`config.mk`:
```
export PLATFORM = sky130hd
export DESIGN_NAME = pu_mac
export DESIGN_NICKNAME = d
export VERILOG_FILES = /design/src/rtl/pu_mac.sv
export SDC_FILE = /design/constraint.sdc
export NUM_CORES = 1
export LEC_CHECK = 0
export ABC_AREA = 0
export CORE_UTILIZATION = 30
export DETAILED_ROUTE_END_ITERATION = 8
export PLACE_DENSITY = 0.51
export SLEW_MARGIN = 20
export SYNTH_ARGS = -nofsm -noshare
export SYNTH_HDL_FRONTEND = slang
export SYNTH_SLANG_ARGS = --single-unit
```
`constraint.sdc`:
```
create_clock -name clk_i -period 10.1 [get_ports clk_i]
set_input_delay 2.02 -clock clk_i [delete_from_list [all_inputs] [get_ports clk_i]]
set_output_delay 2.02 -clock clk_i [all_outputs]
set_load 0.01 [all_outputs]
```
`src/rtl/pu_mac.sv`:
```
// pu_mac: signed multi-lane multiply-accumulate unit fed by the matrix
// controller, with a registered valid/ready result port for writeback.
module pu_mac #(
    parameter int MAC_NUM = 1,
    parameter int DATA_W  = 8,
    parameter int ACC_W   = 24
) (
    input  logic                      clk_i,
    input  logic                      rst_i,
    input  logic [MAC_NUM*DATA_W-1:0] din1_i,
    input  logic [MAC_NUM*DATA_W-1:0] din2_i,
    input  logic                      pu_en_i,
    input  logic                      pu_valid_i,
    output logic [ACC_W-1:0]          dout_o,
    output logic                      dout_valid_o,
    input  logic                      dout_ready_i,
    output logic                      busy_o,
    output logic                      overrun_o
);

    localparam int PW = 2 * DATA_W;

    typedef enum logic {
        IDLE = 1'b0,
        ACC  = 1'b1
    } state_t;

    state_t state_q, state_d;

    logic [ACC_W-1:0] acc_q, acc_d;
    logic [ACC_W-1:0] dout_q, dout_d;
    logic             dout_valid_q, dout_valid_d;
    logic             overrun_q, overrun_d;

    logic signed [PW-1:0] lane_p [MAC_NUM];
    logic [ACC_W-1:0]     prod;
    logic [ACC_W-1:0]     sum;
    logic                 last_beat;

    // Sum of per-lane signed products, each sign-extended to ACC_W.
    always_comb begin
        prod = '0;
        for (int k = 0; k < MAC_NUM; k++) begin
            lane_p[k] = $signed(din1_i[k*DATA_W +: DATA_W])
                      * $signed(din2_i[k*DATA_W +: DATA_W]);
            prod = prod + {{(ACC_W-PW){lane_p[k][PW-1]}}, lane_p[k]};
        end
    end

    // Running sum including this beat; an IDLE beat starts fresh from P.
    always_comb begin
        last_beat = pu_en_i & pu_valid_i;
        sum       = (state_q == ACC) ? acc_q + prod : prod;
    end

    // State register plus datapath flops; reset discards any partial sum.
    always_ff @(posedge clk_i) begin
        if (rst_i) begin
            state_q      <= IDLE;
            acc_q        <= '0;
            dout_q       <= '0;
            dout_valid_q <= 1'b0;
            overrun_q    <= 1'b0;
        end else begin
            state_q      <= state_d;
            acc_q        <= acc_d;
            dout_q       <= dout_d;
            dout_valid_q <= dout_valid_d;
            overrun_q    <= overrun_d;
        end
    end

    // Next state: an enabled beat enters ACC, a final beat returns to IDLE.
    always_comb begin
        state_d = state_q;
        unique case (state_q)
            IDLE: if (pu_en_i && !pu_valid_i) state_d = ACC;
            ACC:  if (last_beat)              state_d = IDLE;
            default: state_d = IDLE;
        endcase
    end

    // Accumulator and result register with valid/ready and sticky overrun.
    always_comb begin
        acc_d        = acc_q;
        dout_d       = dout_q;
        dout_valid_d = dout_valid_q;
        overrun_d    = overrun_q;
        if (pu_en_i) begin
            acc_d = pu_valid_i ? '0 : sum;
        end
        if (last_beat) begin
            dout_d       = sum;
            dout_valid_d = 1'b1;
            if (dout_valid_q && !dout_ready_i) begin
                overrun_d = 1'b1;
            end
        end else if (dout_valid_q && dout_ready_i) begin
            dout_valid_d = 1'b0;
        end
    end

    // Outputs are driven straight from state and registers.
    always_comb begin
        busy_o       = (state_q == ACC);
        dout_o       = dout_q;
        dout_valid_o = dout_valid_q;
        overrun_o    = overrun_q;
    end

endmodule

```
# == Yosys cells after proc, flatten, opt, wreduce, memory -nomap -nowiden ==
# Index checks and enable logic that the tools add are counted.
# op_classes
n_eq_ne,0
mux,7
bitwise,2
div,0
shifts,0
magnitude_cmp,0
reduce_logical,7
n_mul,1
n_addsub,1
# ops
op,n
2-to-1 mux 24 bit,2
adder 24 bit,1
multiplier 8 x 8 -> 16 bit,1
2-to-1 mux 1 bit,4
logical AND 1 bit,3
logical NOT 1 bit,2
one-hot mux 1 bit (2 select lines),1
AND reduction 2 bit,1
nonzero test 2 bit,1
bitwise AND 1 bit,1
inverter 1 bit,1
# word_totals
rom_bits,0
reg_bits,51
latchBits,0
ram_bits,0
input_bits,21
memories,0

# == Longest topological paths before layout ==
# Gate-level depths: netlist (run 1).
# logic_depth
ltp_word,4
depth_mapped,25
ltp_nobuf,24

# == Worst setup path after synthesis (run 1) ==
# Ideal clock, no wire load.
# synth_path
path_type,input -> register
startpoint,input din2_i[3]
endpoint,register acc_q[22]
cell_stages,24
slack_ps,1961
n_path_buf,1
setup_time_ps,122
arrival_time_ps,8017
cell_sequence,and2_1 > fa_1 > inv_1 > fa_1 > inv_1 > fa_1 > inv_1 > fa_1 > inv_1 > ha_1 > a21o_1 > a21oi_1 > nor2_1 > or4_4 > nand2_1 > ha_1 > clkbuf_1 > a21o_1 > a31oi_1 > o21a_1 > o21ai_0 > a31oi_1 > xnor2_1 > a221o_1
# synth_between
elab_chain_len,4
# synth_lines
element,line,source
"start, declared",11,"input logic [MAC_NUM*DATA_W-1:0] din2_i,"
multiplier 8 x 8 -> 16 bit (*),45,* $signed(din2_i[k*DATA_W +: DATA_W]);
adder 24 bit,53,sum = (state_q == ACC) ? acc_q + prod : prod;
2-to-1 mux 24 bit (*),53,
2-to-1 mux 24 bit (*),90,acc_d = pu_valid_i ? '0 : sum;
"end signal, assigned",60,acc_q <= '0;
"end signal, assigned",66,acc_q <= acc_d;
"end, declared",30,"logic [ACC_W-1:0] acc_q, acc_d;"
# Every way passes the cells marked *; elsewhere a longest branch is shown, timed or not.
# A chain may end at the register's enable or synchronous reset.

# == Final worst setup path (run 1) ==
# layout_path
startpoint,input din1_i[7]
endpoint,register acc_q[22]
# layout_between
elab_chain_len,4
# layout_lines
element,line,source
"start, declared",10,"input logic [MAC_NUM*DATA_W-1:0] din1_i,"
multiplier 8 x 8 -> 16 bit (*),45,
adder 24 bit,53,
2-to-1 mux 24 bit (*),53,
2-to-1 mux 24 bit (*),90,
# Marks and branches as above.

==> results of run 1 <==
-- logic make-up (layout without fill, tap and decap cells) --
group / after synthesis / count (layout) / synth area share
xor gates and xnor gates: 35 / 35 / 0.05363
adders and majority gates: 109 / 109 / 0.3122
muxes: 12 / 12 / 0.02124
DFF: 51 / 51 / 0.1786
and+or+nand+nor: 192 / 192 / 0.1686
AOI/OAI and AO/OA: 152 / 152 / 0.1916
buffers and inverters: 111 / 155 / 0.07421
-- metrics by stage --
stage / utilization / hold slack (ns) / setup slack (ns)
5_1_grt: 0.3535 / 0.4894 / 0.5995
4_1_cts: 0.3535 / 0.4755 / 1.055
6_report: 0.3535 / 0.4746 / 1.084
3_3_place_gp: 0.3443 / 0.4494 / 0.9522
3_5_place_dp: 0.3445 / 0.4591 / 0.7435
2_1_floorplan: - / 0.4315 / 1.961
-- worst register-to-register path, delay by kind of cell, from the launching register on --
family	cells	cell delay [ns]
AOI/OAI and AO/OA	4	1.03
adders and majority gates	2	0.60
and+or+nand+nor	2	0.44
DFF	1	0.34
xor gates and xnor gates	1	0.22
buffers and inverters	1	0.07
-- placed cells by master, fill, tap and decap left out, drive strengths merged, types with 21 or more instances in the layout --
cell type / netlist / final
a211oi: 21 / 21
xnor2: 22 / 22
clkdlybuf4s50: 0 / 47
fa: 56 / 56
nand2: 46 / 46
and2: 45 / 45
inv: 96 / 96
nor2: 46 / 46
o21ai: 24 / 24
dfxtp: 51 / 51
a21oi: 32 / 32
ha: 53 / 53
-- final cells by class --
class	count	area share
multi-input combinational	500	0.6462
sequential	51	0.1544
timing repair buffer	50	0.07455
inverter	97	0.05506
tap	234	0.04428
clock buffer	5	0.01892
clock inverter	3	0.006623
-- final timing paths --
check | to | slack, ns
worst max-delay path | acc_q[22]$_SDFFE_PP0P_ | 1.08
worst min-delay path | acc_q[13]$_SDFFE_PP0P_ | 0.47
worst max register to register | dout_o[16]$_SDFFE_PP0P_ | 7.30
worst min register to register | acc_q[13]$_SDFFE_PP0P_ | 0.47
-- registers in the layout (all words and copies together), names as in the netlist, named ones only --
| register | count |
|---|---|
| acc_q | 24 |
| dout_o | 24 |
| dout_valid_o | 1 |
| overrun_o | 1 |
-- synth_stat cells, types with 8 or more instances --
cell | number | area (um2)
inv_1 | 96 | 360.4
fa_1 | 56 | 1121
ha_1 | 53 | 663.1
dfxtp_1 | 51 | 1021
nand2_1 | 46 | 172.7
nor2_1 | 46 | 172.7
and2_1 | 45 | 281.5
a21oi_1 | 32 | 160.2
o21ai_0 | 22 | 110.1
xnor2_1 | 22 | 192.7
a211oi_1 | 20 | 150.1
xor2_1 | 13 | 113.9
a21o_1 | 12 | 90.09
a221o_1 | 11 | 110.1
mux2i_1 | 11 | 110.1
nor2b_1 | 11 | 68.82
nor3_1 | 10 | 50.05
nand2b_1 | 9 | 56.30
clkbuf_1 | 8 | 30.03
nand3_1 | 8 | 40.04
-- layer usage --
metal	wire (um)	vias to the layer above	share of wire	track usage
met4	316	0	0.022	0.04569
met1	6508	2331	0.44	0.1923
met2	7319	75	0.50	0.2861
met3	507	19	0.035	0.02359
met5	0	-	0	0
li1	-	2332	-	-
==> impl_metrics.yaml, run 1 <==
run_status:
  outcome: "completed"
drt:
  dr.pass1.iters: 4
  num_vias: 4757
  drc: 0
  viasPerCell: 5.061
  drtAntennaViolNets: 0
  drt_iter0_drc: 220
  post_drt_wl_per_cell_um: 15.59
  routed_wl_um: 14650
timing:
  clock_skew_ns: 0.004053
  hold_viol_final: 0
  finalSetupViolCount: 0
  worstMarginPinSlew_ns: 0.7568
  rsz0062_at_grt: "false"
  period_needed_ns: 9.016
  drv_slew: 0
  maxSlewHeadroom: 0.4949
  tns_ns: 0
  timing.fmax_mhz: 110.9
  fin_crit_sh: 0.8927
die:
  dieArea_um2: 19610
  coreArea_um2: 18710
  die_w_um: 140.0
  rows: 50
  io_pins: 48
  start_util: 0.3056
  die_h_um: 140.0
critical_path:
  rr_startpoint: "acc_q[0]$_SDFFE_PP0P_"
  worst-setup-path-type: "input pin to flip-flop"
  crit_path_start_kind: "input pin"
  crit_family: "adder cells"
  cpPeakStageDelay_ns: 0.64
  r2r.worst_path.cells: 10
  path_cells: "clkdlybuf4s50_1 -> and2_1 -> fa_1 -> inv_1 -> fa_1 -> inv_1 -> fa_1 -> inv_1 -> fa_1 -> inv_1 -> ha_1 -> a21o_1 -> a21oi_1 -> nor2_1 -> or4_4 -> nand2_1 -> ha_1 -> a21o_1 -> a31oi_1 -> o21a_1 -> o21ai_0 -> a31oi_1 -> xnor2_1 -> a221o_1"
  critPathSlowestCell: "fa_1"
  crit_path_end_kind: "flip-flop"
  arrival_ns: 9.20
  required_ns: 10.29
  critical_path_buf_inv_count: 5
  cp.depth: 24
  crit_start: "din1_i[7]"
  path_max_fanout: 14
clock_tree:
  hold_buffers: 0
  clkLatencyLatePin_ns: 0.30
  path_clk_slew_ns: 0.07
  cts_root_buffer: "clkbuf_16"
  cts_sinks: 51
  cts_resized: 0
  cts_setup_buffers: 0
  clockBufferDepth: 2
  cts_tree: "done"
  cts_made_buffers: 5
  h-tree-depth: 2
worst_hold_path:
  hold_depth: 2
  min_from: "acc_q[13]$_SDFFE_PP0P_"
  hp-class: "flip-flop to flip-flop"
logic_synthesis:
  synth_seq_cells: 51
  yosysWarnings: 0
  ys_seq_area_frac: 0.1786
  syn_area_um2: 5715
  synth_fp_nets: 792
  syn_inst: 662
  synthFlopType: "dfxtp_1"
  avgSynthCellArea_um2: 8.634
  synth-async-reset-ratio: 0
  synth_edf_count: 0
  synth.distinct_cells: 59
global_routing:
  grtUsageTotal: 0.1578
  overflow: 0
  grt_pass1_vias: 4984
  antenna_found_initial: 0
  grt_start_max_net_pins: 34
  grt_pass1_wl_um: 24700
place:
  place_congestion: 0.9297
  port_buffers: 47
  place_area_um2: 6444
  placedCellCount: 932
  dp_hpwl_um: 12010
flow_run:
  drv_cap: 0
finish:
  seq_area_um2: 1021
  drive_above_1_share: 0.03116
  fin_nets: 835
  fill_cells: 1918
  final_cell_area_um2: 6613
  multiInputGateArea_um2: 4273
  diodes: 0
  final_cells: 940
  syn_to_final_growth_pct: 15.70
Power of run 1 is not shown: default switching activity piles up to over one toggle a cycle in this logic, so the estimate is an artifact.
==> inputs of run 2 (changes only) <==
--- a/config.mk
+++ b/config.mk
@@ -7,6 +7,7 @@
 export LEC_CHECK = 0
 export ABC_AREA = 0
 export CORE_UTILIZATION = 30
+export CTS_CLUSTER_DIAMETER = 30
 export DETAILED_ROUTE_END_ITERATION = 8
 export PLACE_DENSITY = 0.51
 export SLEW_MARGIN = 20
==> results of run 2 <==
Final layout, timing and power as in run 1 (identical DEF).
Power of run 2 is left out for the same reason.
==> patch 1: new RTL, config.mk and constraints of run 2 <==
`dout_q` no longer has a reset.
--- a/src/rtl/pu_mac.sv
+++ b/src/rtl/pu_mac.sv
@@ -59,5 +59,4 @@
             state_q      <= IDLE;
             acc_q        <= '0;
-            dout_q       <= '0;
             dout_valid_q <= 1'b0;
             overrun_q    <= 1'b0;
@@ -65,8 +64,11 @@
             state_q      <= state_d;
             acc_q        <= acc_d;
-            dout_q       <= dout_d;
             dout_valid_q <= dout_valid_d;
             overrun_q    <= overrun_d;
         end
+    end
+
+    always_ff @(posedge clk_i) begin
+        dout_q <= dout_d;
     end
 
Formal check against the unedited RTL: not equivalent (Yosys sat finds a counterexample within 4 cycles, from zero or initial values and one cycle with rst_i high).
==> patch 1 against run 2 <==
  * Worst hold slack improved by 0.039 ns
  * Via count fell by 8.5%
  * Sequential cell count did not move
  * Synthesized area rose by 0.55%
  * Design area fell by 0.32%
  * Sequential share of layout area rose by 3.7 points
  * Maximum frequency rose by 3.3%
  * Final cell count fell by 2.8%
  * Setup slack improved by 0.29 ns
  * Wire length fell by 13%
Power is not shown: default switching activity piles up to over one toggle a cycle in this logic, so the estimate is an artifact.
==> patch 1: results (changes against run 2) <==
syn_nets: 767 (-3.2%)
first-pass GRT wire length: 22.1 mm (-11%)
post-DP HPWL: 10.3 mm (-14%)
post-CTS sizing: 0 (unchanged)
CP max stage delay: 0.55 ns (-0.09 ns)
vias in the first global route: 4515 (-9.4%)
number of enable flip-flop cells after synthesis: 24 (+24)
crit path DAT: 8.77 ns (-0.43 ns)
NumNets Final: 809 (-3.1%)
outcome: complete, no violations
relative slew slack: 32.2% (-17 points)
crit path max-delay cell type: clkdlybuf4s50_1
final WL: 12.7 mm (-13%)
gpl congestion: 0.865 (-6.9%)
GRT Total Usage: 13.8% (-2.0 points)
Area contributors post-synth: fa_1 20%, edfxtp_1 13%, ha_1 12%
First DRT Iteration DRCs: 147 (-33%)
Crit Path Max Fanout: 9 (-5)
initial antenna violation count: 0 (unchanged)
Seq/Total Area, Yosys: 21.9% (+4.1 points)
Synth top cells by count: 104 x inv_1, 56 x fa_1, 53 x ha_1
share of cells above drive strength 1: 4.41% (+1.3 points)
Distinct cells, synth: 58 (-1.7%)
clock buffer depth: 2 (unchanged)
first drt pass iteration count: 4 (unchanged)
largest net degree at the start of global routing: 36 (+5.9%)
DR vias: 4352 (-8.5%)
Final Skew: 0.00582 ns (+0.00176 ns)
==> patch 1: cell types whose count changed after synthesis, moves of 11 or more <==
cell,delta
dfxtp_1,-24
a211oi_1,-16
nor2b_1,+11
edfxtp_1,+24
nor2_1,-11
a21oi_1,+12
==> patch 1: tightest hold or removal path, stage by stage (launching register included) <==
cell and delay, ns:
dfxtp_1 0.31, nand2b_1 0.09, a21oi_1 0.07
==> patch 1: worst paths after layout <==
path | startpoint | to | slack [ns] | depth (start not counted)
min | dout_valid_o | dout_valid_o | 0.51 | 2
max reg2reg | acc_q[0] | dout_o[22] | 7.29 | 11
max | din1_i[3] | dout_o[22] | 1.37 | 25
min reg2reg | dout_valid_o | dout_valid_o | 0.51 | 2
==> patch 1: cell type report <==
class | count | area, um^2
fillers | 1947 | 12200
clock inverters | 1 | 30.0
inverters | 104 | 390
repair buffers | 50 | 488
multi-input cells | 467 | 4000
clock buffers | 7 | 133
flip-flops and latches | 51 | 1260
well taps | 234 | 293
==> patch 1: kinds of logic after synthesis <==
kind of cell | Yosys count | synth area share [%]
buf+inv | 119 | 8.51
compound gates | 123 | 13.8
xor+xnor | 32 | 4.88
fa+ha+maj | 109 | 31.0
flops | 51 | 21.9
simple gates | 193 | 17.9
mux | 10 | 1.94
==> patch 1: through the flow <==
stage	hold WS [ns]	std cells	instance area, um^2	setup slack, ns	util (%)
after floorplan	0.512	637	5750	2.35	-
after global placement	0.484	906	6430	1.26	34.3
after detailed placement	0.508	906	6430	1.05	34.3
after CTS	0.517	914	6600	1.35	35.1
after global routing	0.525	914	6590	0.759	35.1
final	0.514	914	6590	1.37	35.1
==> patch 1: layer usage <==
layer	global-route usage [%]	share of wire, %	wire length (um)	vias to the layer above
met5	0	0	0	-
met4	4.28	1.8	230	0
met3	1.16	3.5	442	15
met2	23.5	46	5910	79
met1	18.6	48	6130	2061
li1	-	-	-	2197
==> patch 2: new RTL, flow settings as in run 2 <==
Made on the original files. The parameter `DATA_W` goes from 8 to 9.
--- a/src/rtl/pu_mac.sv
+++ b/src/rtl/pu_mac.sv
@@ -3,5 +3,5 @@
 module pu_mac #(
     parameter int MAC_NUM = 1,
-    parameter int DATA_W  = 8,
+    parameter int DATA_W  = 9,
     parameter int ACC_W   = 24
 ) (
Ports: changed (resized din1_i and din2_i); port bits go from 48 to 50. No check against the original RTL was run, so the function may have changed too.
==> patch 2 against run 2 <==
  * Via count grew 2.3%
  * Wire length is 3.5% lower
  * Setup slack gained 0.19 ns
  * Core utilization up 0.11 points
  * Register-to-register slack worse by 0.22 ns
  * Sequential cell count is the same
  * Design area increased by 5.8%
  * Clock skew up 0.00053 ns
  * Final cell count increased by 8.3%
  * Synthesized area up 6.9%
Power is left out: the tool's default activity adds up to more than one toggle a clock period on the data nets, which glitch-free logic cannot reach.
==> patch 2: results (changes against run 2) <==
met1 usage: 18.6% (-0.62 points)
Compound-Gate Fraction of Synth Area: 17.8% (-1.4 points)
Slew @ Worst Pin: 0.956 ns (+0.199 ns)
share of cells above drive strength 1: 2.12% (-0.99 points)
CP max stage delay: 0.57 ns (-0.07 ns)
Final Skew: 0.00458 ns (+0.000525 ns)
number of enable flip-flop cells after synthesis: 0 (unchanged)
port bufs: 49 (+4.3%)
clock buffer depth: 2 (unchanged)
YS warnings: 0 (unchanged)
XOR/XNOR share of the synthesized area: 4.01% (-1.3 points)
reg2reg end: acc_q[20]
wire length per cell: 13.9 um (-11%)
min-delay src: dout_o[5]
largest net degree at the start of global routing: 35 (+2.9%)
crit path to: acc_q[21]
first drt pass iteration count: 6 (+2)
M2 GR Usage: 25.7% (-2.9 points)
Root Buffer: clkbuf_16
mux cell area share after synthesis: 1.33% (-0.79 points)
post-DP HPWL: 11.6 mm (-3.4%)
syn_nets: 878 (+11%)
main combinational cell family by area after synthesis: adder cells
placed cell areas: 0.00686 mm^2 (+6.4%)
initial antenna violation count: 0 (unchanged)
Adder-Cell Fraction of Synth Area: 36.2% (+5.0 points)
post-CTS sizing: 0 (unchanged)
GRT Total Usage: 14.4% (-1.4 points)
reg2reg start: acc_q[0]
CP Class: in -> reg
async set or reset register ratio after synthesis: 0% (unchanged)
gate family responsible for the most delay along the worst path: adder cells
vias in the first global route: 4754 (-4.6%)
setup slack, reg-to-reg: 7.08 ns (-0.22 ns)
hold crit path type: reg -> reg
Synth top cells by count: 99 x inv_1, 85 x nand2_1, 71 x fa_1
grt met3 use: 1.81% (-0.55 points)
gpl congestion: 0.800 (-14%)
First DRT Iteration DRCs: 168 (-24%)
Area contributors post-synth: fa_1 23%, dfxtp_1 17%, ha_1 13%
DR vias: 4866 (+2.3%)
Seq/Total Area, Yosys: 16.7% (-1.1 points)
Inserted Clock Buffers: 5 (unchanged)
crit path DAT: 8.98 ns (-0.22 ns)
CP startpoint: din1_i[0]
outcome: complete, no violations
NumNets Final: 909 (+8.9%)
Crit Path Max Fanout: 9 (-5)
Worst Reg-to-Reg Cells: 11 (+1)
first-pass GRT wire length: 23.6 mm (-4.6%)
## patch 2: cell types whose count changed in the layout (fill, tap and decap cells not counted), sizes merged, moves of 5 or more
cell / run 2 / this run
nor2b: 11 / 6
fa: 56 / 71
nor3b: 0 / 5
nand2: 46 / 85
and3: 6 / 1
o21ai: 24 / 41
o31ai: 8 / 1
a221o: 11 / 0
and2: 45 / 35
o32ai: 0 / 8
ha: 53 / 63
a211oi: 21 / 6
## patch 2: final cells by class
class | instances | area [um^2]
Inverter | 100 | 375
Clock inverter | 1 | 5.00
Fill cell | 2042 | 12700
Timing Repair Buffer | 51 | 505
Tap cell | 265 | 332
Multi-Input combinational cell | 543 | 4620
Clock buffer | 7 | 133
Sequential cell | 51 | 1020
## patch 2: through the flow
| stage | worst slack, ns | utilization (%) | std cells | hold slack (ns) |
|---|---|---|---|---|
| 2_1_floorplan | 1.95 | - | 721 | 0.445 |
| 4_1_cts | 1.23 | 35.5 | 1018 | 0.457 |
| 5_1_grt | 0.788 | 35.5 | 1018 | 0.476 |
| 3_5_place_dp | 0.939 | 34.8 | 1010 | 0.442 |
| 3_3_place_gp | 0.999 | 34.7 | 1010 | 0.438 |
| 6_report | 1.27 | 35.5 | 1018 | 0.450 |
## patch 2: how the worst min path moves through the flow
stage,cells after the start,endpoint
after global routing,2,dout_o[3]
after detailed placement,2,dout_o[3]
after CTS,2,dout_o[3]
final,2,dout_o[5]
after floorplan,2,acc_q[15]
after global placement,2,dout_o[6]
## patch 2: metal layers
metal  up-vias  wire [um]
met2        41       7350
met5         -          0
met1      2353       6470
met4         0         80
li1       2465          -
met3         7        241
## patch 2: kinds of logic (layout without fill, tap and decap cells)
kind of cell,count (synthesis),count (layout)
AOI/OAI and AO/OA,160,160
adders and majority gates,134,134
xor gates and xnor gates,28,28
and+or+nand+nor,213,213
buffers and inverters,127,159
muxes,8,8
DFF,51,51
## patch 2: worst min-delay path: stages (launching register included)
cell and delay, ns:
dfxtp_1 0.32, nand2_1 0.04, o21ai_0 0.05
